--- config.mk ---
export PLATFORM = sky130hd
export DESIGN_NAME = nibble_add_seq
export DESIGN_NICKNAME = d
export VERILOG_FILES = /design/src/rtl/nibble_seq_pkg.sv /design/src/rtl/nibble_add_seq_bpa.sv /design/src/rtl/nibble_add_seq.sv
export SDC_FILE = /design/constraint.sdc
export NUM_CORES = 1
export LEC_CHECK = 0
export BUFFER_PORTS_ARGS = -buffer_cell sky130_fd_sc_hd__buf_4
export CORE_MARGIN = 5
export CORE_UTILIZATION = 50
export CTS_BUF_LIST = sky130_fd_sc_hd__clkbuf_16
export CTS_CLUSTER_DIAMETER = 40
export CTS_CLUSTER_SIZE = 16
export DETAILED_ROUTE_END_ITERATION = 10
export PLACE_DENSITY = 0.84
export REMOVE_ABC_BUFFERS = 1
export SLEW_MARGIN = 20
export SYNTH_ARGS = -nofsm -noshare
export SYNTH_HDL_FRONTEND = slang
export SYNTH_SLANG_ARGS = --single-unit
--- constraint.sdc ---
create_clock -name clk -period 4.93 [get_ports clk]
set_input_delay 0 -clock clk [delete_from_list [all_inputs] [get_ports clk]]
set_output_delay 0 -clock clk [all_outputs]
set_load 0.005 [all_outputs]
--- src/rtl/nibble_seq_pkg.sv ---
// nibble_seq_pkg: shared encodings for the nibble-serial adder
package nibble_seq_pkg;
  localparam int NIBBLE_W = 4;
  typedef enum logic [1:0] {IDLE = 2'd0, RUN = 2'd1, DONE = 2'd2} state_e;
  typedef enum logic {ADD = 1'b0, SUB = 1'b1} op_e;
endpackage

--- src/rtl/nibble_add_seq_bpa.sv ---
// bpa: 4-bit ripple-carry adder slice
module bpa
  import nibble_seq_pkg::*;
(
  input  logic [NIBBLE_W-1:0] a,
  input  logic [NIBBLE_W-1:0] b,
  input  logic                cin,
  output logic [NIBBLE_W-1:0] s,
  output logic                cout
);
  logic [NIBBLE_W:0] c;
  assign c[0] = cin;
  genvar i;
  generate
    for (i = 0; i < NIBBLE_W; i++) begin : g_fa
      assign s[i]   = a[i] ^ b[i] ^ c[i];
      assign c[i+1] = (a[i] & b[i]) | (c[i] & (a[i] ^ b[i]));
    end
  endgenerate
  assign cout = c[NIBBLE_W];
endmodule

--- src/rtl/nibble_add_seq.sv ---
// nibble_add_seq: add/subtract W-bit operands one nibble per clock through a single shared slice
module nibble_add_seq
  import nibble_seq_pkg::*;
#(
  parameter int NIBBLES = 4
) (
  input  logic                        clk,
  input  logic                        rst,
  input  logic                        start,
  input  logic                        op,
  input  logic [NIBBLE_W*NIBBLES-1:0] a,
  input  logic [NIBBLE_W*NIBBLES-1:0] b,
  output logic                        busy,
  output logic                        done,
  output logic [NIBBLE_W*NIBBLES-1:0] sum,
  output logic                        cout,
  output logic                        ovf,
  output logic                        zero
);
  localparam int W  = NIBBLE_W * NIBBLES;
  localparam int IW = NIBBLES > 1 ? $clog2(NIBBLES) : 1;
  state_e              state_q, state_d;
  op_e                 op_q, op_d;
  logic [IW-1:0]       idx_q, idx_d;
  logic [W-1:0]        a_q, a_d, b_q, b_d, sum_q, sum_d, bx;
  logic                carry_q, carry_d, cout_q, cout_d, ovf_q, ovf_d, last;
  logic [NIBBLE_W-1:0] sl_a, sl_b, sl_s;
  logic                sl_co;
  assign bx   = b_q ^ {W{op_q == SUB}};
  assign sl_a = a_q[NIBBLE_W*idx_q +: NIBBLE_W];
  assign sl_b = bx[NIBBLE_W*idx_q +: NIBBLE_W];
  assign last = idx_q == IW'(NIBBLES - 1);
  bpa u_bpa (
    .a   (sl_a),
    .b   (sl_b),
    .cin (carry_q),
    .s   (sl_s),
    .cout(sl_co)
  );
  // next state: accept start outside RUN, otherwise step one nibble per RUN cycle
  always_comb begin
    state_d = state_q;
    op_d    = op_q;
    idx_d   = idx_q;
    a_d     = a_q;
    b_d     = b_q;
    sum_d   = sum_q;
    carry_d = carry_q;
    cout_d  = cout_q;
    ovf_d   = ovf_q;
    if (start && state_q != RUN) begin
      state_d = RUN;
      op_d    = op_e'(op);
      idx_d   = '0;
      a_d     = a;
      b_d     = b;
      sum_d   = '0;
      carry_d = op;
      cout_d  = 1'b0;
      ovf_d   = 1'b0;
    end else if (state_q == RUN) begin
      sum_d[NIBBLE_W*idx_q +: NIBBLE_W] = sl_s;
      carry_d = sl_co;
      idx_d   = idx_q + IW'(1);
      if (last) begin
        state_d = DONE;
        cout_d  = sl_co;
        ovf_d   = (a_q[W-1] == bx[W-1]) && (sl_s[NIBBLE_W-1] != a_q[W-1]);
      end
    end else if (state_q == DONE) begin
      state_d = IDLE;
    end
  end
  // state registers with reset aborting any operation in flight
  always_ff @(posedge clk) begin
    if (rst) begin
      state_q <= IDLE;
      op_q    <= ADD;
      idx_q   <= '0;
      a_q     <= '0;
      b_q     <= '0;
      sum_q   <= '0;
      carry_q <= 1'b0;
      cout_q  <= 1'b0;
      ovf_q   <= 1'b0;
    end else begin
      state_q <= state_d;
      op_q    <= op_d;
      idx_q   <= idx_d;
      a_q     <= a_d;
      b_q     <= b_d;
      sum_q   <= sum_d;
      carry_q <= carry_d;
      cout_q  <= cout_d;
      ovf_q   <= ovf_d;
    end
  end
  assign busy = state_q == RUN;
  assign done = state_q == DONE;
  assign sum  = sum_q;
  assign cout = cout_q;
  assign ovf  = ovf_q;
  assign zero = sum_q == '0;
endmodule

Word level (Yosys, flattened, before mapping)
Cells that the tools add are included.
{"block": "classes", "add_sub_neg": 2, "n_eq_ne": 8, "shift": 4, "muxes": 7, "bitwise_logic": 21, "reduce_logical": 10}
{"cell": "negator 4 -> 34 bit", "n": 1}
{"cell": "variable shift 4 x 34 -> 16 bit (first input constant)", "n": 1}
{"cell": "variable part select 4 x 34 -> 16 bit", "n": 1}
{"cell": "variable part select 16 x 5 -> 4 bit", "n": 2}
{"cell": "bitwise mux 16 bit", "n": 1}
{"cell": "zero test 16 bit", "n": 1}
{"cell": "XOR 16 bit", "n": 1}
{"cell": "AND 1 bit", "n": 8}
{"cell": "XOR 1 bit", "n": 8}
{"cell": "2-to-1 mux 2 bit", "n": 3}
{"cell": "AND reduction 2 bit", "n": 3}
{"cell": "equality test 2 bit (second input constant)", "n": 2}
{"cell": "inequality test 2 x 1 -> 1 bit (second input constant)", "n": 2}
{"cell": "OR 1 bit", "n": 4}
{"cell": "nonzero test 2 bit", "n": 2}
{"cell": "2-to-1 mux 1 bit", "n": 3}
{"cell": "inequality test 3 x 1 -> 1 bit (second input constant)", "n": 1}
{"cell": "nonzero test 3 bit", "n": 1}
{"cell": "adder 2 x 1 -> 2 bit (second input constant)", "n": 1}
{"cell": "equality test 2 x 1 -> 1 bit (second input constant)", "n": 1}
{"cell": "logical AND 1 bit", "n": 2}
{"cell": "OR reduction 2 bit", "n": 1}
{"cell": "equality test 1 bit", "n": 1}
{"cell": "inequality test 1 bit", "n": 1}
{"block": "word_totals", "ff_bits": 56, "in_bits": 36}

Logic depth before layout (Yosys ltp)
Gate-level depths: netlist of run 1.
{"block": "depth", "depth_word": 13, "ltp_mapped": 11}

By module
Synthesis of run 1 repeated with hierarchy kept, for this count alone.
{"block": "unflattened", "hier_cells": 298, "area_unflattened_um2": 2665.1}
{"mod": "nibble_add_seq", "instances": 1, "cells_each": 284, "area_each_um2": 2547.4}
{"mod": "bpa", "instances": 1, "cells_each": 14, "area_each_um2": 117.6}

Least setup slack after synthesis of run 1
No wires, ideal clock.
{"block": "synth_timing", "kind": "flip-flop to flip-flop", "start": "register idx_q[0]", "end": "register sum_q[7] (netlist: sum[7])", "setup_time_ns": 0.070, "arrival_ns": 3.147, "required_ns": 4.860, "path_slack_ns": 1.713, "stages_incl_launch_ff": 10, "n_path_buf": 0, "period_less_slack_ns": 3.217, "path_cell_list": "dfxtp_1 > mux4_1 > xor2_1 > fa_1 > inv_1 > fa_1 > fa_1 > fa_1 > or3_1 > a21oi_1"}
{"block": "synth_between", "elab_chain_cells": 11}
{"element": "start: declaration", "line_no": "nibble_add_seq.sv:24", "text": "logic [IW-1:0] idx_q, idx_d;"}
{"element": "start signal: assignment", "line_no": "nibble_add_seq.sv:89", "text": "idx_q <= idx_d;"}
{"element": "variable part select 16 x 5 -> 4 bit (on tied branches)", "line_no": "nibble_add_seq.sv:30, nibble_add_seq.sv:31"}
{"element": "XOR 1 bit", "line_no": "nibble_add_seq_bpa.sv:16, nibble_add_seq_bpa.sv:17"}
{"element": "AND 1 bit", "line_no": "nibble_add_seq_bpa.sv:17", "text": "assign c[i+1] = (a[i] & b[i]) | (c[i] & (a[i] ^ b[i]));"}
{"element": "OR 1 bit", "line_no": "nibble_add_seq_bpa.sv:17"}
{"element": "AND 1 bit", "line_no": "nibble_add_seq_bpa.sv:17"}
{"element": "OR 1 bit", "line_no": "nibble_add_seq_bpa.sv:17"}
{"element": "AND 1 bit", "line_no": "nibble_add_seq_bpa.sv:17"}
{"element": "OR 1 bit", "line_no": "nibble_add_seq_bpa.sv:17"}
{"element": "XOR 1 bit", "line_no": "nibble_add_seq_bpa.sv:16", "text": "assign s[i] = a[i] ^ b[i] ^ c[i];"}
{"element": "variable part select 4 x 34 -> 16 bit", "line_no": "nibble_add_seq.sv:62", "text": "sum_d[NIBBLE_W*idx_q +: NIBBLE_W] = sl_s;"}
{"element": "bitwise mux 16 bit (*)", "line_no": "nibble_add_seq.sv:62"}
{"element": "end signal: assignment", "line_no": "nibble_add_seq.sv:92", "text": "sum_q <= sum_d;"}
{"element": "end: declaration", "line_no": "nibble_add_seq.sv:25", "text": "logic [W-1:0] a_q, a_d, b_q, b_d, sum_q, sum_d, bx;"}
Every way passes the cells marked *; elsewhere a longest branch is shown, timed or not.
A chain may end at the register's enable or synchronous reset.

Worst setup path after layout of run 1
{"block": "layout_timing", "start": "register idx_q[1]", "end": "register ovf_q (netlist: ovf)"}
{"block": "layout_between", "elab_chain_cells": 11}
{"element": "variable part select 16 x 5 -> 4 bit (on tied branches)", "line_no": "nibble_add_seq.sv:30, nibble_add_seq.sv:31"}
{"element": "XOR 1 bit", "line_no": "nibble_add_seq_bpa.sv:17"}
{"element": "AND 1 bit", "line_no": "nibble_add_seq_bpa.sv:17"}
{"element": "OR 1 bit", "line_no": "nibble_add_seq_bpa.sv:17"}
{"element": "AND 1 bit", "line_no": "nibble_add_seq_bpa.sv:17"}
{"element": "OR 1 bit", "line_no": "nibble_add_seq_bpa.sv:17"}
{"element": "AND 1 bit", "line_no": "nibble_add_seq_bpa.sv:17"}
{"element": "OR 1 bit", "line_no": "nibble_add_seq_bpa.sv:17"}
{"element": "XOR 1 bit", "line_no": "nibble_add_seq_bpa.sv:16"}
{"element": "inequality test 1 bit", "line_no": "nibble_add_seq.sv:68", "text": "ovf_d = (a_q[W-1] == bx[W-1]) && (sl_s[NIBBLE_W-1] != a_q[W-1]);"}
{"element": "logical AND 1 bit", "line_no": "nibble_add_seq.sv:68"}
{"element": "end signal: assignment", "line_no": "nibble_add_seq.sv:95", "text": "ovf_q <= ovf_d;"}
{"element": "end: declaration", "line_no": "nibble_add_seq.sv:26", "text": "logic carry_q, carry_d, cout_q, cout_d, ovf_q, ovf_d, last;"}
Parallel ways exist; a longest one is shown, timed or not.

==> results of run 1 <==
[flip-flops by register name, summed over array words and instances (netlist names)]
signal   cells
carry_q      1
state_q      2
ovf          1
b_q         16
op_q         1
a_q         16
idx_q        2
cout         1
sum         16
[what timing repair did]
item / 4_1_cts / 5_1_grt
hold endpoints to repair: 33 / 0
setup endpoints to repair: 0 / 0
hold buffers: 33 / 0
[metal layers]
metal | GRT usage (%) | share of wire (%)
met1 | 22.5 | 44
met4 | 6.81 | 2.0
met3 | 4.39 | 4.4
met2 | 35.2 | 50
met5 | 0 | 0
[worst max-delay path by stage]
stage                                startpoint                  end  slack [ps]  cells past startpoint
final                     idx_q[1]$_SDFFE_PP0P_     ovf$_SDFFE_PP0P_        1440                     10
after global routing      idx_q[1]$_SDFFE_PP0P_     ovf$_SDFFE_PP0P_        1180                     10
after CTS                 idx_q[1]$_SDFFE_PP0P_     ovf$_SDFFE_PP0P_        1430                     10
after detailed placement  idx_q[1]$_SDFFE_PP0P_     ovf$_SDFFE_PP0P_        1460                     10
after global placement    idx_q[1]$_SDFFE_PP0P_     ovf$_SDFFE_PP0P_        1600                     10
after floorplan           idx_q[0]$_SDFFE_PP0P_  sum[7]$_SDFFE_PP0P_        1450                      9
[per-stage QoR]
stage	util [%]	power (mW)	hold slack, ps
CTS	68.8	1.01	120
global route	68.8	1.05	138
global placement	59.5	0.646	247
detailed placement	59.5	0.653	259
floorplan	-	0.588	69.1
finish	68.8	1.01	120
[area by class of cell]
| cell class | instances | area share [%] |
|---|---|---|
| tap | 70 | 2.51 |
| inverter | 9 | 0.967 |
| multi-input combinational | 209 | 38.2 |
| clock inverter | 3 | 0.537 |
| sequential | 56 | 32.1 |
| clock buffer | 5 | 3.58 |
| timing repair buffer | 92 | 22.1 |
[worst reg2reg max path, stage by stage (launching register included)]
cell and delay, ps:
dfxtp_1 680, mux4_1 390, xor2_1 180, fa_1 190
inv_1 50, fa_1 380, fa_1 390, fa_1 600
and2_1 150, mux2i_1 70, a311oi_1 290
[power by group through the flow]
stage	Combinational (mW)	Clock [mW]	Sequential (mW)
4_1_cts	0.177	0.352	0.486
3_5_place_dp	0.156	0	0.496
6_report	0.179	0.347	0.486
2_1_floorplan	0.0933	0	0.495
5_1_grt	0.198	0.367	0.488
3_3_place_gp	0.151	0	0.495
[synth_stat cells (3+ instances only)]
master	count	area share, %
nor4_1	4	0.97
clkbuf_1	4	0.58
inv_1	9	1.3
o22ai_1	3	0.73
buf_2	12	2.3
a21oi_2	4	1.4
mux4_2	6	5.2
o21ai_0	3	0.58
a32oi_1	3	1.0
a21oi_1	41	7.9
dfxtp_1	56	43
nand2_1	83	12
nor2b_1	5	1.2
fa_1	4	3.1
ha_1	8	3.9
xnor2_1	5	1.7
or3_1	11	2.7
nor2_1	9	1.3
[logic make-up after synthesis]
kind of cell	Yosys count	synth area share [%]
simple gates	122	21.2
compound gates	59	13.2
flops	56	43.3
buf+inv	28	5.22
fa+ha+maj	12	6.97
mux	10	8.03
xor+xnor	6	2.03
==> out/metrics.csv, run 1 <==
stage,metric,value,unit
setup_path,cp_top_family,adder cells,
yosys,synth-edff-count,0,
clock_network,clkSlewWorstSetupHoldPaths,70,ps
timing,max_freq,287,MHz
timing,period_minus_slack,3490,ps
grt,grtUsageTotal,19.5,%
setup_path,crit_path_start_kind,flip-flop,
drt,wl_per_cell,13.9,µm
floorplan,start_util,51.0,%
pwr,power_frac_clock,34.3,%
placement,dp.cells,403,
timing,worst_clock_skew,6.35,ps
final_layout,fillers,406,
drt,vias_per_cell,5.26,
pwr,combPwrFrac,17.7,%
clock_network,cts_tree,built,
final_layout,multi_input_area,0.00133,mm²
pwr,power_density,290,mW/mm²
setup_path,critPathKind,flip-flop to flip-flop,
clock_network,cts_inserted_buffers,5,
setup_path,reg2reg_from,idx_q[1]$_SDFFE_PP0P_,
clock_network,cts_max_path_buffers,2,
final_layout,layout_commonest_cell,nand2_1,
drt,wirelength,6190,µm
setup_path,critPathArrivalTime,3670,ps
floorplan,die_y,81.9,µm
min_path,hold_end,carry_q$_SDFFE_PP0P_,
final_layout,regArea,0.00112,mm²
yosys,ys_seq_area_share,43.3,%
yosys,synth_cells,293,
grt,grt_pass1_vias,2316,
pwr,ir_drop,172,µV
floorplan,core_area,0.00507,mm²
yosys,synth_cell_types,34,
min_path,hp-start,start,
timing,fin_crit_sh,70.8,%
timing,maxSlewHeadroom,42.8,%
floorplan,fp.dieArea,0.00671,mm²
timing,setup_tns,0,ps
floorplan,pin_count,57,
setup_path,cp_slowest_cell,dfxtp_1,
final_layout,final_cell_mix,"nand2_1 (83), buf_4 (59), dfxtp_1 (56)",
yosys,syn_area,0.00259,mm²
drt,drc_errors,0,
final_layout,final_area,0.00349,mm²
grt,gr-total-overflow,0,
min_path,hold_class,primary input to flip-flop,
setup_path,crit_fanout,13,
yosys,syn_avg_cell_area,8.83,µm²
floorplan,rows,26,
outcome,status,finished clean,
clock_network,cts_resized,0,
yosys,synth_flop_cell,dfxtp_1,
grt,antenna_found_initial,0,
drt,vias,2336,
grt,grt_pass1_wl,10100,µm
final_layout,drive_gt1_share,20.9,%
timing,final-hold-violation-count,0,
yosys,synth-seq-cells,56,
placement,pre_cts_ws,1460,ps
final_layout,final_cells,444,
setup_path,crit_chain,"mux4_1, xor2_1, fa_1, inv_1, fa_1, fa_1, fa_1, and2_1, mux2i_1, a311oi_1",
placement,portBuffers,56,
setup_path,crit_required,5110,ps
setup_path,r2r-end,ovf$_SDFFE_PP0P_,
yosys,synth_warnings,0,
drt,ant_nets,0,
final_layout,diodes,0,
setup_path,r2r_slack,1440,ps
clock_network,clockRootBuffer,clkbuf_16,
setup_path,rr_worst_depth,10,
timing,tightestPinTransition,858,ps
floorplan,die_w,81.9,µm
drt,first_iter_violations,94,
timing,setup_ws,1440,ps
clock_network,cts_setup_buffers,0,
placement,dpl_cell_area,0.00302,mm²
timing,rsz0062_at_grt,false,
pwr,p_sw_share,26.0,%
timing,setup_violations,0,
setup_path,critPathCaptureType,flip-flop,
setup_path,cp_num_buf_inv,1,
pwr,share_seq_of_total_power,48.0,%
yosys,async_flop_share,0,%
clock_network,clock_sinks,56,
placement,gp_congestion,0.827,
setup_path,critical_path.max_stage_delay,680,ps
final_layout,area_growth,35.0,%
clock_network,cts-htree-levels,2,
pwr,p_leak,1.36,nW
min_path,min_delay_path_depth,3,
timing,report.final.slew_viol_count,0,
grt,grt_max_degree,41,
placement,hpwl,4130,µm
setup_path,cpMostUsedCell,fa_1,
clock_network,clk_latency,290,ps
pwr,switching_power,0.263,mW
pwr,intPower,0.749,mW
drt,first_pass_iters,4,
final_layout,fin_nets,421,
job,cap_viol_max_count,0,
Note: power is estimated with default switching activity, not from simulation.
==> run 2, diff against run 1 <==
--- a/config.mk
+++ b/config.mk
@@ -7,12 +7,12 @@
 export LEC_CHECK = 0
 export BUFFER_PORTS_ARGS = -buffer_cell sky130_fd_sc_hd__buf_4
 export CORE_MARGIN = 5
-export CORE_UTILIZATION = 50
+export CORE_UTILIZATION = 48
 export CTS_BUF_LIST = sky130_fd_sc_hd__clkbuf_16
 export CTS_CLUSTER_DIAMETER = 40
 export CTS_CLUSTER_SIZE = 16
 export DETAILED_ROUTE_END_ITERATION = 10
-export PLACE_DENSITY = 0.84
+export PLACE_DENSITY = 0.85
 export REMOVE_ABC_BUFFERS = 1
 export SLEW_MARGIN = 20
 export SYNTH_ARGS = -nofsm -noshare
==> constraint.sdc (replaced) <==
create_clock -name clk -period 2.8 [get_ports clk]
set_input_delay 0 -clock clk [delete_from_list [all_inputs] [get_ports clk]]
set_output_delay 0 -clock clk [all_outputs]
set_load 0.005 [all_outputs]
==> run 2 against run 1 <==
Effect of this change: the flow now finishes with violations (negative setup slack); cell count rose by 1.1%; register-to-register slack got worse by 1700 ps; worst setup slack worse by 1700 ps; non-clock buffer count increased by 5; routed wire length increased by 1.8%; clock-buffer cell count did not move; power is 84% higher; maximum frequency up 13%; die area grew 3.6%; utilization grew 0.32 points; flip-flop and latch count stayed put; critical path type unchanged.
==> out/metrics.csv, run 2 (synthesis gave the netlist of run 1 again) <==
stage,metric,value,unit
final_layout,final_cell_mix,"nand2_1 (83), buf_4 (62), dfxtp_1 (54)",
placement,gp_congestion,0.837,
timing,maxSlewHeadroom,40.9,%
placement,portBuffers,56,
final_layout,drive_gt1_share,24.3,%
final_layout,diodes,0,
grt,grt_pass1_wl,10400,µm
clock_network,cts-htree-levels,2,
pwr,ir_drop,367,µV
floorplan,core_area,0.00517,mm²
timing,worst_clock_skew,6.28,ps
placement,dpl_cell_area,0.00306,mm²
drt,ant_nets,0,
timing,report.final.slew_viol_count,0,
final_layout,final_area,0.00358,mm²
job,cap_viol_max_count,0,
timing,max_freq,324,MHz
pwr,power_density,522,mW/mm²
clock_network,cts_max_path_buffers,2,
setup_path,crit_path_start_kind,flip-flop,
timing,rsz0062_at_grt,true,
setup_path,r2r_slack,-280,ps
final_layout,area_growth,38.3,%
drt,vias_per_cell,5.19,
drt,first_iter_violations,113,
floorplan,start_util,50.0,%
setup_path,rr_worst_depth,10,
drt,wl_met2,3250,µm
drt,m1WireLength,2640,µm
grt,grt_max_degree,41,
clock_network,cts_setup_buffers,0,
setup_path,reg2reg_from,idx_q[0]$_SDFFE_PP0P_,
setup_path,r2r-end,ovf$_SDFFE_PP0P_,
floorplan,fp.dieArea,0.00696,mm²
final_layout,final_cells,449,
drt,met3WireLength,312,µm
placement,dp.cells,408,
pwr,p_leak,1.40,nW
setup_path,critical_path.max_stage_delay,600,ps
drt,wl_per_cell,14.0,µm
grt,gr-total-overflow,0,
timing,setup_violations,5,
floorplan,die_y,83.4,µm
setup_path,critPathCaptureType,flip-flop,
drt,drc_errors,0,
timing,setup_tns,-1120,ps
min_path,hold_class,primary input to flip-flop,
floorplan,die_w,83.4,µm
grt,grtUsageTotal,18.2,%
timing,fin_crit_sh,110,%
clock_network,clockRootBuffer,clkbuf_16,
outcome,status,finished with violations,
timing,tightestPinTransition,887,ps
timing,setup_ws,-283,ps
floorplan,pin_count,57,
timing,period_minus_slack,3080,ps
clock_network,cts_inserted_buffers,5,
setup_path,cp_slowest_cell,fa_2,
clock_network,clkSlewWorstSetupHoldPaths,60,ps
final_layout,fin_nets,426,
setup_path,critPathArrivalTime,3270,ps
setup_path,critPathLaunch,idx_q[0]$_SDFFE_PP0P_,
outcome,violations,negative setup slack,
setup_path,critPathKind,flip-flop to flip-flop,
grt,grt_pass1_vias,2266,
setup_path,crit_chain,"mux4_2, xor2_2, fa_2, inv_2, fa_2, fa_2, fa_2, and2_1, mux2i_1, a311oi_1",
placement,hpwl,4130,µm
setup_path,cpMostUsedCell,fa_2,
drt,vias,2330,
setup_path,crit_fanout,6,
final_layout,layout_commonest_cell,nand2_1,
drt,first_pass_iters,4,
drt,top_layer_used,met4,
clock_network,clock_sinks,56,
grt,antenna_found_initial,0,
clock_network,clk_latency,290,ps
setup_path,crit_required,2990,ps
clock_network,cts_tree,built,
setup_path,crit_path_end,ovf$_SDFFE_PP0P_,
floorplan,rows,26,
drt,wirelength,6300,µm
timing,final-hold-violation-count,0,
==> run 2: per-layer routing <==
| layer | track usage, % | vias up |
|---|---|---|
| li1 | - | 1164 |
| met1 | 21.2 | 1101 |
| met2 | 33.2 | 57 |
| met3 | 4.16 | 8 |
| met4 | 5.35 | 0 |
| met5 | 0 | - |
==> run 2: where the power goes <==
part | switching (mW) | internal, mW | leakage, nW | total (mW)
clock network | 0.267 | 0.416 | 0.0789 | 0.682
registers | 0.0210 | 0.833 | 0.458 | 0.854
logic | 0.163 | 0.167 | 0.865 | 0.330
==> run 2: worst min-delay path by stage <==
stage,end,startpoint,slack (ps),cells past startpoint
2_1_floorplan,a_q[0]$_SDFFE_PP0P_,rst,70,1
6_report,carry_q$_SDFFE_PP0P_,start,80,3
3_3_place_gp,b_q[14]$_SDFFE_PP0P_,b[14],250,3
5_1_grt,carry_q$_SDFFE_PP0P_,start,120,3
3_5_place_dp,a_q[8]$_SDFFE_PP0P_,a[8],260,3
4_1_cts,carry_q$_SDFFE_PP0P_,start,80,3
==> run 2: cell type report <==
type | count | area, µm²
fill | 385 | 1600
multi-input combinational | 209 | 1350
sequential | 56 | 1120
timing repair buffer | 97 | 818
clock buffer | 5 | 125
tap | 70 | 87.6
clock inverter | 3 | 37.5
inverter | 9 | 33.8
==> run 2: metrics by stage <==
stage	utilization (%)	total power, mW	hold WS, ps	setup slack (ps)
6_report	69.1	1.87	82.5	-283
5_1_grt	69.1	1.94	121	-363
4_1_cts	68.8	1.87	79.0	-402
3_5_place_dp	59.1	1.15	258	-450
3_3_place_gp	59.1	1.14	247	-363
2_1_floorplan	-	1.04	69.1	-683
==> run 2: critical path: cells and delay by family (launching register included) <==
kind | cells | cell delay, ps
buffers and inverters | 1 | 40
AO/OA/AOI/OAI | 1 | 200
flip-flops | 1 | 350
adder cells (fa/ha/maj) | 4 | 1500
XOR/XNOR | 1 | 160
AND/OR/NAND/NOR | 1 | 150
multiplexers | 2 | 590
==> run 2: repair_timing <==
| action | in CTS | in global routing |
|---|---|---|
| pin swaps | 4 | 6 |
| hold buffers | 33 | 0 |
| setup endpoints to repair | 10 | 9 |
| resized for setup | 8 | 4 |
| endpoints found under the hold margin | 33 | 0 |
==> run 3, diff against run 2 <==
--- a/config.mk
+++ b/config.mk
@@ -5,14 +5,16 @@
 export SDC_FILE = /design/constraint.sdc
 export NUM_CORES = 1
 export LEC_CHECK = 0
+export ABC_AREA = 1
 export BUFFER_PORTS_ARGS = -buffer_cell sky130_fd_sc_hd__buf_4
 export CORE_MARGIN = 5
-export CORE_UTILIZATION = 48
+export CORE_UTILIZATION = 49
 export CTS_BUF_LIST = sky130_fd_sc_hd__clkbuf_16
 export CTS_CLUSTER_DIAMETER = 40
 export CTS_CLUSTER_SIZE = 16
 export DETAILED_ROUTE_END_ITERATION = 10
-export PLACE_DENSITY = 0.85
+export GPL_ROUTABILITY_DRIVEN = 0
+export PLACE_DENSITY = 0.86
 export REMOVE_ABC_BUFFERS = 1
 export SLEW_MARGIN = 20
 export SYNTH_ARGS = -nofsm -noshare
==> run 3 against run 2 <==
Effect of this change: the run still ends with negative setup slack left; worst hold slack lost 76 ps; clock power shrank 10%; combinational power grew 23%; clock skew grew 1.9 ps; flip-flop and latch count is the same; sequential power grew 2.7%; via count grew 25%; routed wire length grew 20%; worst setup slack gained 220 ps.
==> out/metrics.csv, run 3 <==
stage,metric,value,unit
outcome,status,finished with violations,
outcome,violations,negative setup slack,
drt,wirelength,7530,µm
setup_path,critPathLaunch,idx_q[0]$_SDFFE_PP0P_,
final_layout,fin_util,68.6,%
pwr,share_seq_of_total_power,46.2,%
timing,rsz0062_at_grt,true,
pwr,ir_drop,458,µV
setup_path,r2r-end,ovf$_SDFFE_PP0P_,
yosys,syn_area,0.00272,mm²
floorplan,core_area,0.00544,mm²
final_layout,drive_gt1_share,22.0,%
timing,worst_clock_skew,8.15,ps
setup_path,crit_fanout,5,
yosys,synth_cells,390,
pwr,finalPower,1.90,mW
yosys,synth_flop_cell,dfxtp_1,
pwr,combPwrFrac,21.4,%
setup_path,crit_path_end,ovf$_SDFFE_PP0P_,
placement,portBuffers,56,
final_layout,layout_commonest_cell,nand2_1,
setup_path,critPathCaptureType,flip-flop,
setup_path,reg2reg_from,idx_q[0]$_SDFFE_PP0P_,
grt,grtUsageTotal,21.0,%
grt,grt_pass1_vias,2787,
setup_path,crit_path_start_kind,flip-flop,
setup_path,r2r_slack,-60,ps
yosys,synth-edff-count,0,
timing,setup_violations,2,
clock_network,cts_max_path_buffers,2,
yosys,synth-seq-cells,56,
yosys,yosysTopAreaCellShare,41.3,%
floorplan,fp.dieArea,0.00714,mm²
timing,holdWs,6.19,ps
floorplan,start_util,50.0,%
yosys,synth_warnings,0,
floorplan,rows,27,
setup_path,rr_worst_depth,16,
grt,grt_pass1_wl,12500,µm
pwr,p_sw_share,28.6,%
drt,first_pass_iters,5,
timing,final-hold-violation-count,0,
drt,ant_nets,0,
timing,report.final.slew_viol_count,0,
grt,gr-total-overflow,0,
yosys,synth.top_cells.by_count,"nand2_1 (89), nor2_1 (83), dfxtp_1 (56)",
yosys,synth_top_cell_by_area,dfxtp_1,
floorplan,die_w,84.5,µm
yosys,syn_avg_cell_area,6.97,µm²
final_layout,final_cell_mix,"nand2_1 (84), nor2_1 (82), buf_4 (70)",
clock_network,cts-htree-levels,2,
placement,dpl_cell_area,0.00323,mm²
yosys,async_flop_share,0,%
timing,maxSlewHeadroom,45.5,%
final_layout,fin_nets,524,
setup_path,critPathKind,flip-flop to flip-flop,
drt,first_iter_violations,248,
final_layout,area_growth,37.3,%
drt,drc_errors,0,
clock_network,cts_tree,built,
timing,setup_ws,-58.7,ps
pwr,power_density,508,mW/mm²
pwr,power_frac_clock,32.4,%
grt,grt_max_degree,42,
job,cap_viol_max_count,0,
setup_path,critPathArrivalTime,3050,ps
clock_network,clockRootBuffer,clkbuf_16,
final_layout,final_area,0.00373,mm²
setup_path,crit_required,2990,ps
yosys,ys_seq_area_share,41.3,%
min_path,hold_class,primary input to flip-flop,
drt,vias_per_cell,5.32,
clock_network,cts_inserted_buffers,5,
yosys,synth_cell_types,26,
timing,tightestPinTransition,816,ps
pwr,intPower,1.35,mW
yosys,yosysMostFrequentCell,nand2_1,
floorplan,die_y,84.5,µm
timing,period_minus_slack,2860,ps
clock_network,clkSlewWorstSetupHoldPaths,70,ps
yosys,synth_area_leaders,"dfxtp_1 (41%), nand2_1 (12%), nor2_1 (11%), o21ai_0 (7.6%), nand3_1 (4.8%)",
pwr,switching_power,0.543,mW
final_layout,diodes,0,
drt,wl_per_cell,13.7,µm
grt,antenna_found_initial,0,
placement,hpwl,4780,µm
floorplan,pin_count,57,
clock_network,clock_sinks,56,
drt,vias,2920,
timing,max_freq,350,MHz
timing,fin_crit_sh,102,%
timing,setup_tns,-114,ps
clock_network,clk_latency,290,ps
pwr,p_leak,1.66,nW
-- run 3: changes by cell type after synthesis, sizes merged, moves of 11 or more --
cell / delta
nor2: +76
o21ai: +38
nand3: +26
a21oi: -20
inv: +13
or3: -11
-- run 3: worst min path at each step --
stage / start / to / slack, ps / cells after the start
after floorplan: rst / state_q[0]$_SDFFE_PP0P_ / 70 / 1
after CTS: b[3] / b_q[3]$_SDFFE_PP0P_ / 3 / 3
after global placement: rst / state_q[0]$_SDFFE_PP0P_ / 180 / 2
after detailed placement: rst / state_q[0]$_SDFFE_PP0P_ / 180 / 2
final: a[7] / a_q[7]$_SDFFE_PP0P_ / 6 / 3
after global routing: b[13] / b_q[13]$_SDFFE_PP0P_ / 20 / 3
-- run 3: cell type report --
class | count | area (µm²)
fillers | 424 | 1710
clock buffers | 5 | 125
repair buffers | 97 | 797
inverters | 24 | 96.3
clock inverters | 3 | 18.8
flip-flops and latches | 56 | 1130
multi-input cells | 292 | 1480
well taps | 72 | 90.1
-- run 3: cells by family after synthesis --
family / after synthesis / synth area share, %
fa+ha+maj: 12 / 6.63
simple gates: 208 / 31.4
compound gates: 72 / 13.7
flops: 56 / 41.3
buf+inv: 42 / 7.04
-- run 3: what timing repair did --
action | CTS | global route
endpoints found under the hold margin | 27 | 0
buffers inserted | 1 | 0
pin swaps | 10 | 4
setup endpoints to repair | 5 | 5
hold buffers | 26 | 0
gates resized for setup | 20 | 7
-- run 3: power by group through the flow --
stage / registers (mW) / clock network [mW] / logic [mW]
global route: 0.882 / 0.643 / 0.453
detailed placement: 0.892 / 0 / 0.339
floorplan: 0.891 / 0 / 0.207
CTS: 0.875 / 0.612 / 0.387
global placement: 0.890 / 0 / 0.326
finish: 0.877 / 0.614 / 0.407
-- run 3: critical path, cell delays in order, from the launching register on --
cell and delay [ps]:
dfxtp_4 380, buf_6 140, nand2_4 60, nand3_4 70, nand2_2 80, nand2_1 60, nand2_1 80, fa_2 190
inv_2 40, fa_2 340, fa_2 350, fa_2 610, nor2_1 80, nand3_1 70, nand3_1 90, nand2_1 80
inv_1 30
-- run 3: through the flow --
step           worst slack [ps]  std cells
2_1_floorplan              -744        372
3_3_place_gp               5.13        514
3_5_place_dp               -177        514
4_1_cts                   -13.6        549
5_1_grt                    -152        549
6_report                  -58.7        549
-- run 3: per-layer routing --
layer,part of all wire [%],track usage [%],wire length (µm)
met2,51,38.7,3850
met5,0,0,0
met1,38,23.4,2850
met3,7.8,4.61,586
met4,3.3,8.35,246
